--- config.mk ---
export PLATFORM = sky130hd
export DESIGN_NAME = mem_access_unit
export DESIGN_NICKNAME = d
export VERILOG_FILES = /design/src/rtl/mem_access_unit_pkg.sv /design/src/rtl/mem_access_unit_load_store_align.sv /design/src/rtl/mem_access_unit.sv
export SDC_FILE = /design/constraint.sdc
export NUM_CORES = 1
export LEC_CHECK = 0
export BUFFER_PORTS_ARGS = -buffer_cell sky130_fd_sc_hd__buf_4
export CORE_MARGIN = 3
export CORE_UTILIZATION = 30
export CTS_CLUSTER_DIAMETER = 200
export CTS_CLUSTER_SIZE = 28
export DETAILED_ROUTE_END_ITERATION = 12
export PLACE_DENSITY = 0.68
export SETUP_SLACK_MARGIN = 0.4
export SYNTH_ARGS = -nofsm -noshare
export SYNTH_HDL_FRONTEND = slang
export SYNTH_HIERARCHICAL = 1
export SYNTH_SLANG_ARGS = --single-unit
--- constraint.sdc ---
create_clock -name clk -period 4.4 [get_ports clk]
set_clock_uncertainty 0.1 [all_clocks]
set_input_delay 0.88 -clock clk [delete_from_list [all_inputs] [get_ports clk]]
set_output_delay 0.88 -clock clk [all_outputs]
set_load 0.005 [all_outputs]
--- src/rtl/mem_access_unit_pkg.sv ---
// Shared constants for the MEM-stage access unit: RV32I load/store funct3 codes
// and the access FSM state encoding.
package mem_access_unit_pkg;

    localparam logic [2:0] F3_LB  = 3'b000;
    localparam logic [2:0] F3_LH  = 3'b001;
    localparam logic [2:0] F3_LW  = 3'b010;
    localparam logic [2:0] F3_LBU = 3'b100;
    localparam logic [2:0] F3_LHU = 3'b101;

    localparam logic [2:0] F3_SB  = 3'b000;
    localparam logic [2:0] F3_SH  = 3'b001;
    localparam logic [2:0] F3_SW  = 3'b010;

    typedef enum logic [1:0] {
        ST_IDLE = 2'd0,
        ST_REQ  = 2'd1,
        ST_WAIT = 2'd2,
        ST_DONE = 2'd3
    } state_t;

endpackage

--- src/rtl/mem_access_unit_load_store_align.sv ---
// Combinational lane logic: byte enables, store-data replication, load lane
// selection with sign/zero extension, and illegal-access detection.
module load_store_align
    import mem_access_unit_pkg::*;
(
    input  logic [1:0]  addr_lo_i,
    input  logic [2:0]  funct3_i,
    input  logic        is_load_i,
    input  logic        is_store_i,
    input  logic [31:0] store_data_i,
    input  logic [31:0] load_word_i,
    output logic [3:0]  be_o,
    output logic [31:0] wdata_o,
    output logic [31:0] load_data_o,
    output logic        illegal_o
);

    logic [7:0]  byte_lane;
    logic [15:0] half_lane;
    logic        addr_ok;
    logic        load_ok;
    logic        store_ok;

    assign byte_lane = load_word_i[{addr_lo_i, 3'b000} +: 8];
    assign half_lane = addr_lo_i[1] ? load_word_i[31:16] : load_word_i[15:0];

    assign load_ok  = funct3_i inside {F3_LB, F3_LH, F3_LW, F3_LBU, F3_LHU};
    assign store_ok = funct3_i inside {F3_SB, F3_SH, F3_SW};

    // Size is funct3[1:0] for both loads and stores, so one decode serves both.
    always_comb begin
        be_o    = 4'b0000;
        wdata_o = store_data_i;
        addr_ok = 1'b1;
        case (funct3_i[1:0])
            2'b00: begin
                be_o    = 4'b0001 << addr_lo_i;
                wdata_o = {4{store_data_i[7:0]}};
            end
            2'b01: begin
                be_o    = addr_lo_i[1] ? 4'b1100 : 4'b0011;
                wdata_o = {2{store_data_i[15:0]}};
                addr_ok = ~addr_lo_i[0];
            end
            2'b10: begin
                be_o    = 4'b1111;
                addr_ok = (addr_lo_i == 2'b00);
            end
            default: begin
                be_o = 4'b0000;
            end
        endcase
    end

    always_comb begin
        load_data_o = load_word_i;
        case (funct3_i)
            F3_LB:   load_data_o = {{24{byte_lane[7]}}, byte_lane};
            F3_LH:   load_data_o = {{16{half_lane[15]}}, half_lane};
            F3_LBU:  load_data_o = {24'd0, byte_lane};
            F3_LHU:  load_data_o = {16'd0, half_lane};
            default: load_data_o = load_word_i;
        endcase
    end

    assign illegal_o = (is_load_i  && !load_ok)
                    || (is_store_i && !store_ok)
                    || ((is_load_i || is_store_i) && !addr_ok);

endmodule

--- src/rtl/mem_access_unit.sv ---
// MEM-stage data memory access controller: runs one load/store per EX/MEM op
// over a req/gnt/rvalid bus and stalls the pipeline until it completes.
module mem_access_unit
    import mem_access_unit_pkg::*;
#(
    parameter int ADDR_W = 32
) (
    input  logic              clk,
    input  logic              rst,
    input  logic [31:0]       ex_result_mem_i,
    input  logic [31:0]       reg2_data_mem_i,
    input  logic [2:0]        funct3_mem_i,
    input  logic              mem_read_mem_i,
    input  logic              mem_write_mem_i,
    output logic              dmem_req_o,
    output logic              dmem_we_o,
    output logic [ADDR_W-1:0] dmem_addr_o,
    output logic [3:0]        dmem_be_o,
    output logic [31:0]       dmem_wdata_o,
    input  logic              dmem_gnt_i,
    input  logic              dmem_rvalid_i,
    input  logic [31:0]       dmem_rdata_i,
    input  logic              dmem_err_i,
    output logic              stall_o,
    output logic [31:0]       mem_rdata_o,
    output logic              misalign_o,
    output logic              access_fault_o
);

    state_t      state_q, state_d;
    logic [31:0] mem_rdata_q, mem_rdata_d;
    logic        misalign_q, misalign_d;
    logic        access_fault_q, access_fault_d;

    logic        mem_op;
    logic        req;
    logic        illegal;
    logic [3:0]  be;
    logic [31:0] wdata;
    logic [31:0] load_data;

    assign mem_op = mem_read_mem_i | mem_write_mem_i;

    load_store_align u_align (
        .addr_lo_i    (ex_result_mem_i[1:0]),
        .funct3_i     (funct3_mem_i),
        .is_load_i    (mem_read_mem_i),
        .is_store_i   (mem_write_mem_i),
        .store_data_i (reg2_data_mem_i),
        .load_word_i  (dmem_rdata_i),
        .be_o         (be),
        .wdata_o      (wdata),
        .load_data_o  (load_data),
        .illegal_o    (illegal)
    );

    always_comb begin
        state_d        = state_q;
        mem_rdata_d    = mem_rdata_q;
        misalign_d     = 1'b0;
        access_fault_d = 1'b0;
        req            = 1'b0;
        stall_o        = 1'b0;
        case (state_q)
            ST_IDLE: begin
                if (mem_op) begin
                    if (illegal) begin
                        misalign_d = 1'b1;
                    end else begin
                        req     = 1'b1;
                        stall_o = 1'b1;
                        state_d = dmem_gnt_i ? ST_WAIT : ST_REQ;
                    end
                end
            end
            ST_REQ: begin
                req     = 1'b1;
                stall_o = 1'b1;
                if (dmem_gnt_i) begin
                    state_d = ST_WAIT;
                end
            end
            ST_WAIT: begin
                stall_o = 1'b1;
                if (dmem_rvalid_i) begin
                    if (mem_read_mem_i) begin
                        mem_rdata_d = load_data;
                    end
                    access_fault_d = dmem_err_i;
                    state_d        = ST_DONE;
                end
            end
            // DONE releases the stall for one cycle; the EX/MEM op still shown
            // here is the one just completed, so it is not re-evaluated.
            ST_DONE: begin
                state_d = ST_IDLE;
            end
            default: begin
                state_d = ST_IDLE;
            end
        endcase
    end

    always_ff @(posedge clk or posedge rst) begin
        if (rst) begin
            state_q        <= ST_IDLE;
            mem_rdata_q    <= 32'd0;
            misalign_q     <= 1'b0;
            access_fault_q <= 1'b0;
        end else begin
            state_q        <= state_d;
            mem_rdata_q    <= mem_rdata_d;
            misalign_q     <= misalign_d;
            access_fault_q <= access_fault_d;
        end
    end

    assign dmem_req_o     = req;
    assign dmem_we_o      = req & mem_write_mem_i;
    assign dmem_addr_o    = req ? {ex_result_mem_i[ADDR_W-1:2], 2'b00} : '0;
    assign dmem_be_o      = req ? be : 4'b0000;
    assign dmem_wdata_o   = req ? wdata : 32'd0;
    assign mem_rdata_o    = mem_rdata_q;
    assign misalign_o     = misalign_q;
    assign access_fault_o = access_fault_q;

endmodule
==> results of run 1 <==
[power by group]
group	leakage, nW	internal, mW	switching [mW]	total (mW)
logic	2.14	0.787	0.521	1.31
registers	0.446	0.486	0.0827	0.568
clock network	0.0359	0.102	0.108	0.210
total	2.62	1.38	0.712	2.09
[cells in the final DEF (no fill, tap or decap), types with 2 or more instances in the layout]
cell type,netlist,final
nor2b_1,2,2
mux2_2,34,34
conb_1,1,2
buf_4,10,216
mux2_1,6,6
a22oi_1,7,7
inv_1,12,12
clkbuf_8,0,5
dfrtp_1,36,36
or2_2,6,6
o21ai_0,14,14
a221o_1,8,8
nand2_1,31,31
mux2i_1,15,15
o21ai_1,6,6
a21oi_1,22,22
and2_1,68,68
a21o_1,16,16
a22o_1,8,8
nor2_1,15,14
ha_1,10,10
[layout make-up]
cell class / instances / area share, %
multi-input cells: 287 / 42.40
repair buffers: 217 / 33.45
flip-flops and latches: 36 / 18.36
well taps: 136 / 3.468
clock buffers: 5 / 1.402
inverters: 12 / 0.9179
[cell usage after synthesis (12+ instances only)]
cell / count
a21o_1: 16
a21oi_1: 22
and2_1: 68
clkbuf_1: 16
dfrtp_1: 36
inv_1: 12
mux2_2: 34
mux2i_1: 15
nand2_1: 31
nor2_1: 15
o21ai_0: 14
[layer usage]
metal | vias to the layer above | part of all wire, % | track usage (%)
met2 | 146 | 52 | 32.26
met3 | 11 | 8.8 | 4.169
met4 | 0 | 1.1 | 4.185
met1 | 1621 | 38 | 20.37
li1 | 1638 | - | -
met5 | - | 0 | 0
[stage by stage]
step	power, mW	util (%)	setup slack, ns	hold slack (ns)
2_1_floorplan	1.176	-	0.5846	0.4041
3_3_place_gp	1.860	46.45	0.7151	0.3910
3_5_place_dp	1.903	46.45	0.6733	0.3975
4_1_cts	2.120	47.11	0.6592	0.4149
5_1_grt	2.251	47.11	0.5224	0.4273
6_report	2.087	47.11	0.6848	0.4093
[cells by family after synthesis]
kind of cell	synth area share (%)
fa+ha+maj	3.876
mux	18.60
other cells	0.1162
compound gates	20.04
flops	27.91
buf+inv	7.829
simple gates	21.63
[worst max-delay path, cell delays in order]
cell      delay, ns
buf_4          0.09
inv_1          0.07
ha_1           0.23
nor4_1         0.28
a21oi_1        0.07
a31oi_1        0.36
o21bai_4       0.19
buf_12         0.21
and2_1         0.19
buf_4          0.14
[worst max path at each step]
| stage | slack, ns | from | depth (start not counted) | end |
|---|---|---|---|---|
| 6_report | 0.68 | funct3_mem_i[1] | 10 | dmem_wdata_o[21] |
| 5_1_grt | 0.52 | funct3_mem_i[0] | 10 | dmem_wdata_o[21] |
| 4_1_cts | 0.66 | funct3_mem_i[0] | 10 | dmem_wdata_o[21] |
| 3_5_place_dp | 0.67 | funct3_mem_i[0] | 10 | dmem_wdata_o[21] |
| 3_3_place_gp | 0.72 | funct3_mem_i[1] | 10 | dmem_wdata_o[21] |
| 2_1_floorplan | 0.58 | funct3_mem_i[1] | 11 | dmem_wdata_o[12] |
[state kept, by name, indices dropped and copies added (netlist names)]
register and cells:
mem_rdata_o 32, state_q 2, access_fault_o 1, misalign_o 1
==> results by group, run 1 <==
Layout
  • Cell area after layout: 4907 sq um
  • Area of the multi-input gates: approximately 2100 sq um
  • Layout cells sized above 1: 48.29%
  • Finished Layout Cells: 693
  • Register area: 900.9 sq um
  • Number of inserted diodes: 0
  • Area grow syn2layout: 52.02%
  • Fill cell count: a little over 1000
  • Final nets: 675

Route
  • Drt pass-1 iters: 5
  • Post-Route WL: 11.38 mm
  • Routed wire per std cell: roughly 16 microns
  • Final antenna-violating net count: 0
  • Via/cell ratio: ~4.9
  • Vias: ~3400
  • DRC Markers: 0
  • Initial DRC count: 172

Place
  • Placed cell areas: between 4000 and 5000 sq um
  • Inst Count DP: ~700
  • Routability cong.: 0.8056
  • Hpwl dp: 9.158 mm
  • Port Buffer Count: 208

STA
  • RSZ-0062 raised after global routing: false
  • Setup TNS Final: 0 ns
  • Final Hold Fails: 0
  • Pins Over Slew Limit: 0
  • Period utilisation layout: between 80% and 90%
  • Max transition margin: 63.18%
  • Min Tclk post-route: 3.715 ns
  • Final setup vio count: 0
  • Worst-Margin Slew: 0.5523 ns
  • Fmax achieved: 269.2 MHz

Global routing
  • Number of antenna violations at the first check in global routing: 0
  • Largest net degree at the start of global routing: just under 60
  • Vias in the first global route: around 3300
  • Total congestion overflow: 0
  • Gr usage total: 17.53%
  • First-pass GRT wire length: between 15 and 20 mm

Synth
  • Post-synthesis sequential area ratio: between 20% and 30%
  • Synth top area cells: dfrtp_1 (28%), and2_1 (13%), mux2_2 (12%)
  • Main synth FF type: dfrtp_1
  • Synth warn: 6
  • Area leader, netlist: dfrtp_1
  • Syn avg cell area: 8.678 sq um
  • Yosys top cell area share: 27.91%
  • EDFF count, synth: 0
  • Synth unique cells: between 40 and 50
  • Cells after synthesis: 372
  • FFs w/ async S/R, synth: 100.0%
  • #FFs+latches synth: 36
  • Mapped Area: about 3200 sq um

Critical path
  • Crit path max fanout: 57
  • Crit end category: primary output
  • Reg2reg path depth: 5
  • CP arrival: about 2.7 ns
  • Kind of critical path: input pin to primary output
  • Worst R2R Start: state_q[0]$_DFFE_PP0P_
  • R2R Setup Slk: 2.58 ns
  • Crit path required time: between 3 and 4 ns
  • Reg2reg end: mem_rdata_o[19]$_DFFE_PP0P_
  • Crit path launch type: input pin

Min path
  • Worst hold stages: 1
  • Hold EP: mem_rdata_o[9]$_DFFE_PP0P_
  • Hold WC Path Type: register to register
  • HP Start: mem_rdata_o[9]$_DFFE_PP0P_

Pwr
  • Pleak: 2.618 nW
  • PD cells: between 400 and 500 nW/um^2
  • Max IR drop VDD: 0.2229 mV

Floorplanning
  • Die width: ~110 microns
  • DIE HEIGHT: 109.7 microns
  • Ports: 211
  • Area of the die: 12040 sq um
  • Initial Utilization: 30.99%
  • FP Rows: 37
  • CORE AREA: 10420 sq um

Clocking
  • CTS-repair resized insts: 0
  • TritonCTS clock tree: done
  • Total setup buffers inserted after CTS: 0
  • CTS root buf: clkbuf_8
  • H-tree depth: 2
  • Max Root-Sink Buffers: 2
  • Post-CTS Hold Fix Bufs: 0
  • CTS Buf Count: 5
  • Reg clk slew, reported paths: about 0.070 ns
  • Worst-Skew Late Latency: 0.28 ns
  • Clk sink count: 36

Run
  • Max_cap viols: 0

Status
  • Status: completed
Note: power is estimated with default switching activity, not from simulation.
==> run 2: changes to the inputs <==
--- a/config.mk
+++ b/config.mk
@@ -11,7 +11,7 @@
 export CTS_CLUSTER_DIAMETER = 200
 export CTS_CLUSTER_SIZE = 28
 export DETAILED_ROUTE_END_ITERATION = 12
-export PLACE_DENSITY = 0.68
+export PLACE_DENSITY = 0.71
 export SETUP_SLACK_MARGIN = 0.4
 export SYNTH_ARGS = -nofsm -noshare
 export SYNTH_HDL_FRONTEND = slang
==> constraint.sdc (replaced) <==
create_clock -name clk -period 3.32 [get_ports clk]
set_clock_uncertainty 0.1 [all_clocks]
set_input_delay 0.664 -clock clk [delete_from_list [all_inputs] [get_ports clk]]
set_output_delay 0.664 -clock clk [all_outputs]
set_load 0.005 [all_outputs]
==> results by group, run 2 (synthesis gave the netlist of run 1 again) <==
Status
  • Status: completed (unchanged)

Route
  • DRC Markers: 0 (unchanged)
  • Post-Route WL: 12.68 mm (was 11.38 mm)
  • Final antenna-violating net count: 0 (unchanged)
  • Vias: 3545 (was 3416)
  • Drt pass-1 iters: 5 (unchanged)
  • Via/cell ratio: 4.972 (was 4.929)
  • Initial DRC count: 184 (was 172)
  • Met1 WL: 4.678 mm (was 4.340 mm)
  • Met3 Routed Length: 1.185 mm (was 996 microns)
  • Met2 WL: 6.555 mm (was 5.914 mm)
  • Routed wire per std cell: 17.78 microns (was 16.42 microns)
  • Highest metal used: met4 (unchanged)

Layout
  • Final nets: 692 (was 675)
  • Number of inserted diodes: 0 (unchanged)
  • Most frequent cells in the layout: buf_4 (202), dfrtp_1 (36), and2_4 (35) (was buf_4 (216), and2_1 (68), dfrtp_1 (36))
  • Largest register FFs: 32 (unchanged)
  • Commonest non-fill, non-tap cell in the layout: buf_4 (unchanged)
  • Layout cells sized above 1: 58.23% (was 48.29%)
  • Fill cell count: 952 (was 1008)
  • Area grow syn2layout: 71.55% (was 52.02%)

Critical path
  • Reg2reg end: mem_rdata_o[1]$_DFFE_PP0P_ (was mem_rdata_o[19]$_DFFE_PP0P_)
  • R2R Setup Slk: 1.47 ns (was 2.58 ns)
  • Crit end category: primary output (unchanged)
  • Worst R2R Start: state_q[0]$_DFFE_PP0P_ (unchanged)
  • CP arrival: 2.19 ns (was 2.74 ns)
  • WP buf/inv: 5 (was 4)
  • Crit path required time: 2.56 ns (was 3.42 ns)
  • Kind of critical path: input pin to primary output (unchanged)
  • Crit path launch type: input pin (unchanged)
  • CP max stage delay: 0.26 ns (was 0.36 ns)
  • Critical path origin: funct3_mem_i[0] (was funct3_mem_i[1])
  • Reg2reg path depth: 5 (unchanged)
  • Slowest CP cell: nor4_4 (was a31oi_1)
  • Critical path, cell by cell: buf_12, inv_8, ha_4, nor4_4, a21oi_2, a31oi_4, o21bai_4, buf_6, buf_16, and2_1, buf_4 (was buf_4, inv_1, ha_1, nor4_1, a21oi_1, a31oi_1, o21bai_4, buf_12, and2_1, buf_4)
  • Top Family by Delay on Critical Path: buffers and inverters (was compound AO/OA/AOI/OAI gates)
  • Crit path max fanout: 9 (was 57)

Global routing
  • Number of antenna violations at the first check in global routing: 0 (unchanged)
  • First-pass GRT wire length: 18.44 mm (was 16.74 mm)
  • Total congestion overflow: 0 (unchanged)
  • Largest net degree at the start of global routing: 37 (was 58)
  • Vias in the first global route: 3517 (was 3251)
  • Gr usage total: 19.63% (was 17.53%)

Clocking
  • Worst-Skew Late Latency: 0.29 ns (was 0.28 ns)
  • Reg clk slew, reported paths: 0.07 ns (about the same)
  • CTS root buf: clkbuf_8 (unchanged)
  • CTS Buf Count: 5 (unchanged)
  • Clk sink count: 36 (unchanged)
  • TritonCTS clock tree: done (unchanged)
  • Max Root-Sink Buffers: 2 (unchanged)
  • H-tree depth: 2 (unchanged)

Place
  • Routability cong.: 0.7670 (was 0.8056)
  • Port Buffer Count: 208 (unchanged)
  • Hpwl dp: 9.242 mm (was 9.158 mm)

Pwr
  • Register share of total power: 21.5% (was 27.2%)
  • PD cells: 638.0 nW/um^2 (was 425.3 nW/um^2)
  • Max IR drop VDD: 0.3911 mV (was 0.2229 mV)
  • Total power: 3.533 mW (was 2.087 mW)
  • Switching Share: 32.22% (was 34.11%)
  • Pleak: 2.877 nW (was 2.618 nW)
  • Clock share of power: 12.2% (was 10.1%)
  • Comb power frac: 66.3% (was 62.7%)
  • P_sw: 1.138 mW (was 711.8 uW)
  • Internal: 2.395 mW (was 1.375 mW)

STA
  • Max transition margin: 57.21% (was 63.18%)
  • Min Tclk post-route: around 3.0 ns
  • RSZ-0062 raised after global routing: true (was false)
  • Period utilisation layout: ~89%
  • Setup TNS Final: 0 ns (unchanged)
  • Final Hold Fails: 0 (unchanged)
  • Pins Over Slew Limit: 0 (unchanged)
  • Fmax achieved: between 300 and 400 MHz
  • Final setup vio count: 0 (unchanged)
  • Worst-Margin Slew: 0.6412 ns (was 0.5523 ns)

Run
  • Max_cap viols: 0 (unchanged)

Floorplanning
  • FP Rows: 37 (unchanged)
  • Initial Utilization: 30.99% (unchanged)
  • CORE AREA: 10420 sq um (unchanged)
  • Die width: 109.7 microns (unchanged)
  • Area of the die: 12040 sq um (unchanged)
  • Ports: 211 (unchanged)
  • DIE HEIGHT: 109.7 microns (unchanged)

Min path
  • Hold WC Path Type: input pin to async pin (was register to register)
[run 2: cell types whose count changed in the layout (fill, tap and decap cells not counted), moves of 6 or more]
| cell | delta |
|---|---|
| and2_1 | -35 |
| and2_4 | +35 |
| buf_6 | +22 |
| buf_4 | -14 |
| buf_16 | +6 |
[run 2: layer usage]
metal  vias up  GRT usage, %
met5         -             0
met4         0         6.055
met3        19         5.872
met2       153         36.01
met1      1692         21.61
li1       1681             -
[run 2: per-stage QoR]
| stage | hold slack (ns) | setup slack [ns] | instance area, sq um | utilization, % | cells |
|---|---|---|---|---|---|
| finish | 0.3925 | 0.3686 | 5538 | 53.17 | 713 |
| global route | 0.4267 | 0.2977 | 5538 | 53.17 | 713 |
| global placement | 0.3920 | 0.2847 | 4957 | 47.59 | 688 |
| CTS | 0.4060 | 0.3783 | 5508 | 52.88 | 712 |
| detailed placement | 0.3956 | 0.2322 | 4957 | 47.59 | 688 |
| floorplan | 0.4041 | 0.4090 | 3440 | - | 373 |
[run 2: power by group through the flow]
stage	Combinational [mW]	Sequential, mW	Clock, mW
after CTS	2.35	0.761	0.442
after global placement	1.76	0.754	0
final	2.34	0.759	0.431
after global routing	2.52	0.784	0.459
after detailed placement	1.81	0.766	0
after floorplan	0.889	0.761	0
[run 2: repair_timing]
item,4_1_cts,5_1_grt
gates resized for setup,55,7
cloned,7,0
buffers inserted,9,1
hold buffers,0,0
pin swaps,8,7
endpoints found under the setup margin,68,68
[run 2: cell type report]
class	count	area [sq um]	area share, %
inverters	12	60.06	1.085
clock buffers	7	96.34	1.740
flip-flops and latches	36	900.9	16.27
well taps	136	170.2	3.073
repair buffers	234	2017	36.42
clock inverters	1	30.03	0.5423
multi-input cells	287	2263	40.87
[run 2: worst max-delay path by stage]
stage                             endpoint  slack (ns)  depth (start not counted)
after global routing      dmem_wdata_o[23]        0.30                         10
after detailed placement      dmem_be_o[1]        0.23                         10
after floorplan            dmem_wdata_o[8]        0.41                         11
final                      dmem_addr_o[31]        0.37                         11
after global placement        dmem_be_o[1]        0.28                         10
after CTS                  dmem_addr_o[10]        0.38                         10
[run 2: tightest hold or removal path: stages]
cell and delay (ns):
buf_4 0.11, inv_1 0.04, buf_4 0.42
